==> config.mk <==
export PLATFORM = sky130hd
export DESIGN_NAME = instruction_prefetch_queue
export DESIGN_NICKNAME = d
export VERILOG_FILES = /design/src/rtl/instruction_prefetch_queue.sv
export SDC_FILE = /design/constraint.sdc
export NUM_CORES = 1
export LEC_CHECK = 0
export ABC_AREA = 1
export ABC_CLOCK_PERIOD_IN_PS = 3200
export BUFFER_PORTS_ARGS = -buffer_cell sky130_fd_sc_hd__buf_2
export CAP_MARGIN = 20
export CORE_MARGIN = 1.5
export CORE_UTILIZATION = 45
export CTS_BUF_LIST = sky130_fd_sc_hd__clkbuf_8
export DETAILED_ROUTE_END_ITERATION = 12
export PLACE_DENSITY = 0.65
export REMOVE_ABC_BUFFERS = 1
export SETUP_SLACK_MARGIN = 0.15
export SLEW_MARGIN = 30
export SYNTH_ARGS = -nofsm -noshare
export SYNTH_HDL_FRONTEND = slang
export SYNTH_SLANG_ARGS = --single-unit
==> constraint.sdc <==
create_clock -name clk -period 3.2 [get_ports clk]
set_input_delay 0.64 -clock clk [delete_from_list [all_inputs] [get_ports clk]]
set_output_delay 0.64 -clock clk [all_outputs]
set_load 0.01 [all_outputs]
==> src/rtl/instruction_prefetch_queue.sv <==
// Sequential word prefetcher feeding a DEPTH-entry queue; request->valid_o latency 2 cycles, issue throttled by queue+in-flight credit.
// Optional PFQ_ABORT_EN: per-entry abort flag on abort_o, fetching halts after an aborted word until flush_i.
module instruction_prefetch_queue #(
  parameter int unsigned DEPTH    = 4,
  parameter logic [31:0] RESET_PC = 32'h0
) (
  input  logic        clk,
  input  logic        n_reset,
  input  logic        flush_i,
  input  logic [31:0] flush_pc_i,
  input  logic        stall_i,
  output logic [31:0] addr_o,
  output logic [1:0]  trans_o,
  output logic        write_o,
  output logic        size_o,
  input  logic [31:0] rdata_i,
  input  logic        abort_i,
  output logic [31:0] instr_o,
  output logic [31:0] pc_o,
  output logic        valid_o,
  input  logic        ready_i
`ifdef PFQ_ABORT_EN
  ,
  output logic        abort_o
`endif
);
  localparam int unsigned AW = (DEPTH > 1) ? $clog2(DEPTH) : 1;
  localparam int unsigned CW = AW + 1;

  typedef enum logic {ST_NSEQ, ST_SEQ} state_t;

  state_t        state;
  logic [31:0]   fetch_pc;
  logic [31:0]   req_pc;
  logic          pending;
  logic [CW-1:0] count;
  logic [AW-1:0] rd_ptr;
  logic [AW-1:0] wr_ptr;
  logic [31:0]   q_instr [DEPTH];
  logic [31:0]   q_pc    [DEPTH];
  logic [CW:0]   occ;
  logic          issue;
  logic          push;
  logic          pop;
  logic          halt;

`ifdef PFQ_ABORT_EN
  logic halted;
  logic q_abort [DEPTH];
  // The capture cycle of an aborted word already blocks the next request.
  assign halt    = halted || (pending && abort_i);
  assign abort_o = q_abort[rd_ptr];
`else
  logic unused_abort;
  assign unused_abort = abort_i;
  assign halt         = 1'b0;
`endif

  // The in-flight word holds a slot; a pop this cycle is not credited.
  assign occ     = {1'b0, count} + {{CW{1'b0}}, pending};
  assign issue   = n_reset && !flush_i && !stall_i && !halt && (occ < (CW+1)'(DEPTH));
  assign push    = pending && !flush_i;
  assign pop     = valid_o && ready_i && !flush_i;

  assign addr_o  = fetch_pc;
  assign trans_o = issue ? {1'b1, state == ST_SEQ} : 2'b00;
  assign write_o = 1'b0;
  assign size_o  = 1'b1;
  assign valid_o = (count != '0);
  assign instr_o = q_instr[rd_ptr];
  assign pc_o    = q_pc[rd_ptr];

  always_ff @(posedge clk or negedge n_reset) begin
    if (!n_reset) begin
      state    <= ST_NSEQ;
      fetch_pc <= RESET_PC;
      req_pc   <= RESET_PC;
      pending  <= 1'b0;
      count    <= '0;
      rd_ptr   <= '0;
      wr_ptr   <= '0;
      for (int i = 0; i < int'(DEPTH); i++) begin
        q_instr[i] <= '0;
        q_pc[i]    <= '0;
`ifdef PFQ_ABORT_EN
        q_abort[i] <= 1'b0;
`endif
      end
`ifdef PFQ_ABORT_EN
      halted   <= 1'b0;
`endif
    end else if (flush_i) begin
      state    <= ST_NSEQ;
      fetch_pc <= flush_pc_i;
      pending  <= 1'b0;
      count    <= '0;
      rd_ptr   <= '0;
      wr_ptr   <= '0;
`ifdef PFQ_ABORT_EN
      halted   <= 1'b0;
`endif
    end else begin
      if (issue) begin
        state    <= ST_SEQ;
        fetch_pc <= fetch_pc + 32'd4;
        req_pc   <= fetch_pc;
        pending  <= 1'b1;
      end else begin
        state    <= ST_NSEQ;
        pending  <= 1'b0;
      end
      if (push) begin
        q_instr[wr_ptr] <= rdata_i;
        q_pc[wr_ptr]    <= req_pc;
        wr_ptr          <= wr_ptr + AW'(1);
`ifdef PFQ_ABORT_EN
        q_abort[wr_ptr] <= abort_i;
        if (abort_i) halted <= 1'b1;
`endif
      end
      if (pop) rd_ptr <= rd_ptr + AW'(1);
      if (push && !pop)      count <= count + CW'(1);
      else if (!push && pop) count <= count - CW'(1);
    end
  end
endmodule
## Yosys cells after proc, flatten, opt, wreduce, memory -nomap -nowiden

Index checks and enable logic that the tools add are counted.

| word-level totals | value |
|---|---|
| register bits after elaboration | 328 |

| cells by class | value |
|---|---|
| bitwise logic cells | 3 |
| muxes and demuxes | 22 |
| add/subtract/negate cells | 6 |
| reduce and logical (&&, ||, !) cells | 20 |
| order comparisons | 4 |

Operators by type and width:

| cell | number |
|---|---|
| 128-bit bitwise mux | 2 |
| 32-bit 2-to-1 mux | 7 |
| 32-bit binary-select mux with 2-bit select | 2 |
| 32-bit demux with 2-bit select | 1 |
| 32-bit by 3-bit adder with 32-bit output, second input constant | 1 |
| 2-bit 2-to-1 mux | 5 |
| 1-bit logical AND | 9 |
| 3-bit 2-to-1 mux | 3 |
| 3-bit >= comparator, second input constant | 2 |
| 2-bit inverter with 3-bit output | 2 |
| 2-bit nonzero test | 3 |
| 3-bit nonzero test | 2 |
| 2-bit by 1-bit adder with 2-bit output, second input constant | 2 |
| 3-bit by 1-bit adder with 4-bit output | 1 |
| 1-bit logical NOT | 4 |
| 4-bit by 3-bit less-than comparator with 1-bit output, second input constant | 1 |
| 2-bit AND reduction | 2 |
| 3-bit by 1-bit adder with 3-bit output, second input constant | 1 |
| 3-bit by 1-bit less-than comparator with 1-bit output, second input constant | 1 |
| 3-bit by 1-bit subtractor with 3-bit output, second input constant | 1 |
| 1-bit 2-to-1 mux | 2 |
| 1-bit inverter | 1 |

## Logic depth before layout (Yosys ltp)

| depth | value |
|---|---|
| word-level depth | 7 |
| depth in mapped cells | 10 |
| mapped depth without buffers | 10 |

## Worst setup path before layout

OpenSTA, ideal clock, no wires.

| timing path | value |
|---|---|
| path kind | input to output |
| start point | in flush_i |
| end point | out trans_o[0] |
| buffers on the path | 3 |
| data required time | 2560 ps |
| arrival time | 1444 ps |
| setup slack | 1116 ps |
| cell stages on the path | 8 |
| path through | buf_6 -> nor2_2 -> nand3_1 -> buf_6 -> inv_4 -> buf_4 -> nand2_1 -> inv_1 |

| between the ends | value |
|---|---|
| cells in the longest elaborated chain, start to end | 5 |

Ends and longest elaborated chain:

| item | line | RTL |
|---|---|---|
| start: declaration | 9 | `input logic flush_i,` |
| 1-bit logical NOT | 61 | `assign issue = n_reset && !flush_i && !stall_i && !halt && (occ < (CW+1)'(DEPTH));` |
| 1-bit logical AND (3 in series) | 61 |  |
| named net issue | 42 | `logic issue;` |
| 2-bit 2-to-1 mux | 66 | `assign trans_o = issue ? {1'b1, state == ST_SEQ} : 2'b00;` |
| end: declaration | 13 | `output logic [1:0] trans_o,` |

The timed path passes the listed nets, and every way through them passes these cells.

## Final worst setup path

| timing path | value |
|---|---|
| start point | reg rd_ptr[0] |
| end point | out pc_o[4] |

| between the ends | value |
|---|---|
| cells in the longest elaborated chain, start to end | 4 |

Ends and longest elaborated chain:

| item | line | RTL |
|---|---|---|
| start: declaration | 37 | `logic [AW-1:0] rd_ptr;` |
| start signal: assignment | 121 | `if (pop) rd_ptr <= rd_ptr + AW'(1);` |
| 2-bit inverter with 3-bit output (not written as such) | 71 | `assign pc_o = q_pc[rd_ptr];` |
| 32-bit binary-select mux with 2-bit select | 71 |  |
| 32-bit 2-to-1 mux (not written as such) (2 in series) | 71 |  |
| end: declaration | 19 | `output logic [31:0] pc_o,` |

No other way between the ends. The select of a mux whose other input is x is not followed.

==> metrics.csv <==
metric,value,unit
status,completed,
vias_per_cell,5.250,
cp_data_arrival_time,2.28,ns
synth_xor_area_frac,0.002374,
synthTopCellsByArea,"dfrtp_1, o21ai_0, nand2_1",
antenna_found_initial,0,
core,32370,sq um
hold_violations,0,
io_buffers,167,
worstSetupStartpoint,rd_ptr[0],
end_kind,primary output,
synth_edf_count,0,
ys_ff_latch,328,
die_area,33890,sq um
ys_types,33,
reg2reg_slack,1.26,ns
setup_ws,0.2791,ns
crit_type,reg2out,
clockBufferDepth,3,
syn-cell-area,14760,sq um
tns,0,ns
cts_tree,built,
ios,171,
layout_commonest_cell,o21ai_0,
drive_gt1_frac,0.1616,
max_freq,342.4,MHz
cts_max_level,2,
syn_to_final_growth,16.86,%
nFillCells,3115,
drv_slew,0,
drt_first_iter_violations,882,
slew_headroom,0.5246,
synth_top_family_by_area,compound AO/OA/AOI/OAI gates,
syn_inst,1756,
cap_violations,0,
path_clk_slew,0.06,ns
pre_cts_ws,0.8283,ns
peakVddDrop,0.0004207,V
syn_area_per_cell,8.403,sq um
grt_pass1_wl,61550,um
min_path_type,in2reg,
hold_end,addr_o[6],
worstReg2RegEnd,addr_o[26],
nets,1960,
cp_max_fo,36,
grt_use_total,0.2281,
rsz0062_at_grt,no,
r2r_start,count[2],
layout_common_cells,"o21ai_0, nand2_1, dfrtp_1, buf_2, nor2_1",
yosys_warnings,0,
skew,0.01877,ns
numCtsBuffers,56,
cp.required,2.56,ns
ys_async_sr_fraction,1.000,
setup_viol,0,
ys_seq_area_frac,0.5563,
p_per_area,796.0,nW/um^2
ant_nets,0,
wl_per_cell,16.01,um
power.total,13.72,mW
n_antenna_cell,0,
yosys.area_share.simple,0.1769,
worst_pin_slew,0.7114,ns
synth_ff_type,dfrtp_1,
root_buffer,clkbuf_8,
yosys.area.top_type,dfrtp_1,
synthAdderAreaFrac,0.005597,
vias,12460,
min-delay-start,flush_pc_i[6],
place.gp.congestion,0.8842,
cts_setup_buffers,0,
rows,66,
leakagePower,8.474,nW
synth_compound_area_frac,0.1866,
timing.final.crit_period,2.921,ns
routed_wl,37990,um
grt_pass1_vias,11650,
grt_max_degree,130,
worst_hold_path.num_cells,3,
die_height,184.1,um
synthMuxAreaShare,0,
die_w,184.1,um
dp_hpwl,22630,um
whs,0.2674,ns
synth_top_cell_area_share,0.5563,
fin_cells,2373,
dp_cells,2266,
fin_crit_sh,0.9128,
drcViolationCount,0,
cts.sinks,328,
drtPass1Iterations,6,
reg2reg_depth,8,
start_util,0.4558,
startpoint_type,flop,
clkLatencyLatePin,0.58,ns
grt_overflow,0,
## cell usage after synthesis (4+ instances only)
library cell  count
o21ai_0         399
nand2_1         392
dfrtp_1         328
nor2_1          161
inv_1           122
buf_2            72
o22ai_1          65
nand3_1          45
o21ai_1          41
clkbuf_1         34
nor2_2           15
a21oi_1          12
nand4_1          12
buf_4             6
ha_1              5
nand3b_1          5
nor3_1            5
o211ai_1          5
o21bai_1          5
inv_2             4
nor2_4            4
## cell families after synthesis
kind of cell	count (synthesis)
AND/OR/NAND/NOR	643
AO/OA/AOI/OAI	528
flip-flops	328
buffers and inverters	245
adder cells (fa/ha/maj)	6
XOR/XNOR	4
other	2
## flip-flops by register name (all words and copies together), names as in the netlist
name,cells
addr_o,32
count,3
pending,1
q_instr,128
q_pc,128
rd_ptr,2
req_pc,32
wr_ptr,2
## metrics by stage
step	utilization	cell area (sq um)
finish	0.5327	17240
global route	0.5327	17240
CTS	0.5316	17210
detailed placement	0.4905	15880
global placement	0.4897	15850
floorplan	-	14170
## what timing repair did
item / CTS / global route
hold endpoints to repair: 1 / 0
hold buffers: 1 / 0
resized for setup: 0 / 2
endpoints found under the setup margin: 0 / 11
## routing by layer
layer	GRT usage	part of all wire
met1	0.3269	0.47
met2	0.3585	0.45
met3	0.03922	0.061
met4	0.06033	0.020
met5	0	0
## critical path: stages (launching register included)
cell and delay (ns):
dfrtp_4 0.51, inv_6 0.26, buf_4 0.32, nor2_1 0.07, o22ai_1 0.32, buf_2 0.20
## report_power, final
part	internal, mW	total [mW]	switching, mW
clock	2.56	4.29	1.72
combinational	1.43	3.95	2.51
sequential	5.00	5.49	0.492
total	8.99	13.7	4.73
## final cells by class
class,count,area (sq um),area share
Multi-Input combinational cell,1183,5523,0.3203
Inverter,127,484.2,0.02808
Sequential cell,328,8213,0.4763
Clock buffer,78,1074,0.06226
Clock inverter,27,246.5,0.01430
Tap cell,442,553.0,0.03207
Timing Repair Buffer,188,1150,0.06669
## worst max path at each step
stage / to / slack [ns] / cells past startpoint
after floorplan: instr_o[0] / -1.16 / 3
after global placement: pc_o[4] / 0.84 / 4
after detailed placement: pc_o[17] / 0.83 / 5
after CTS: pc_o[15] / 0.17 / 4
after global routing: instr_o[4] / 0.15 / 5
final: pc_o[4] / 0.28 / 5
Note: power is estimated with default switching activity, not from simulation.
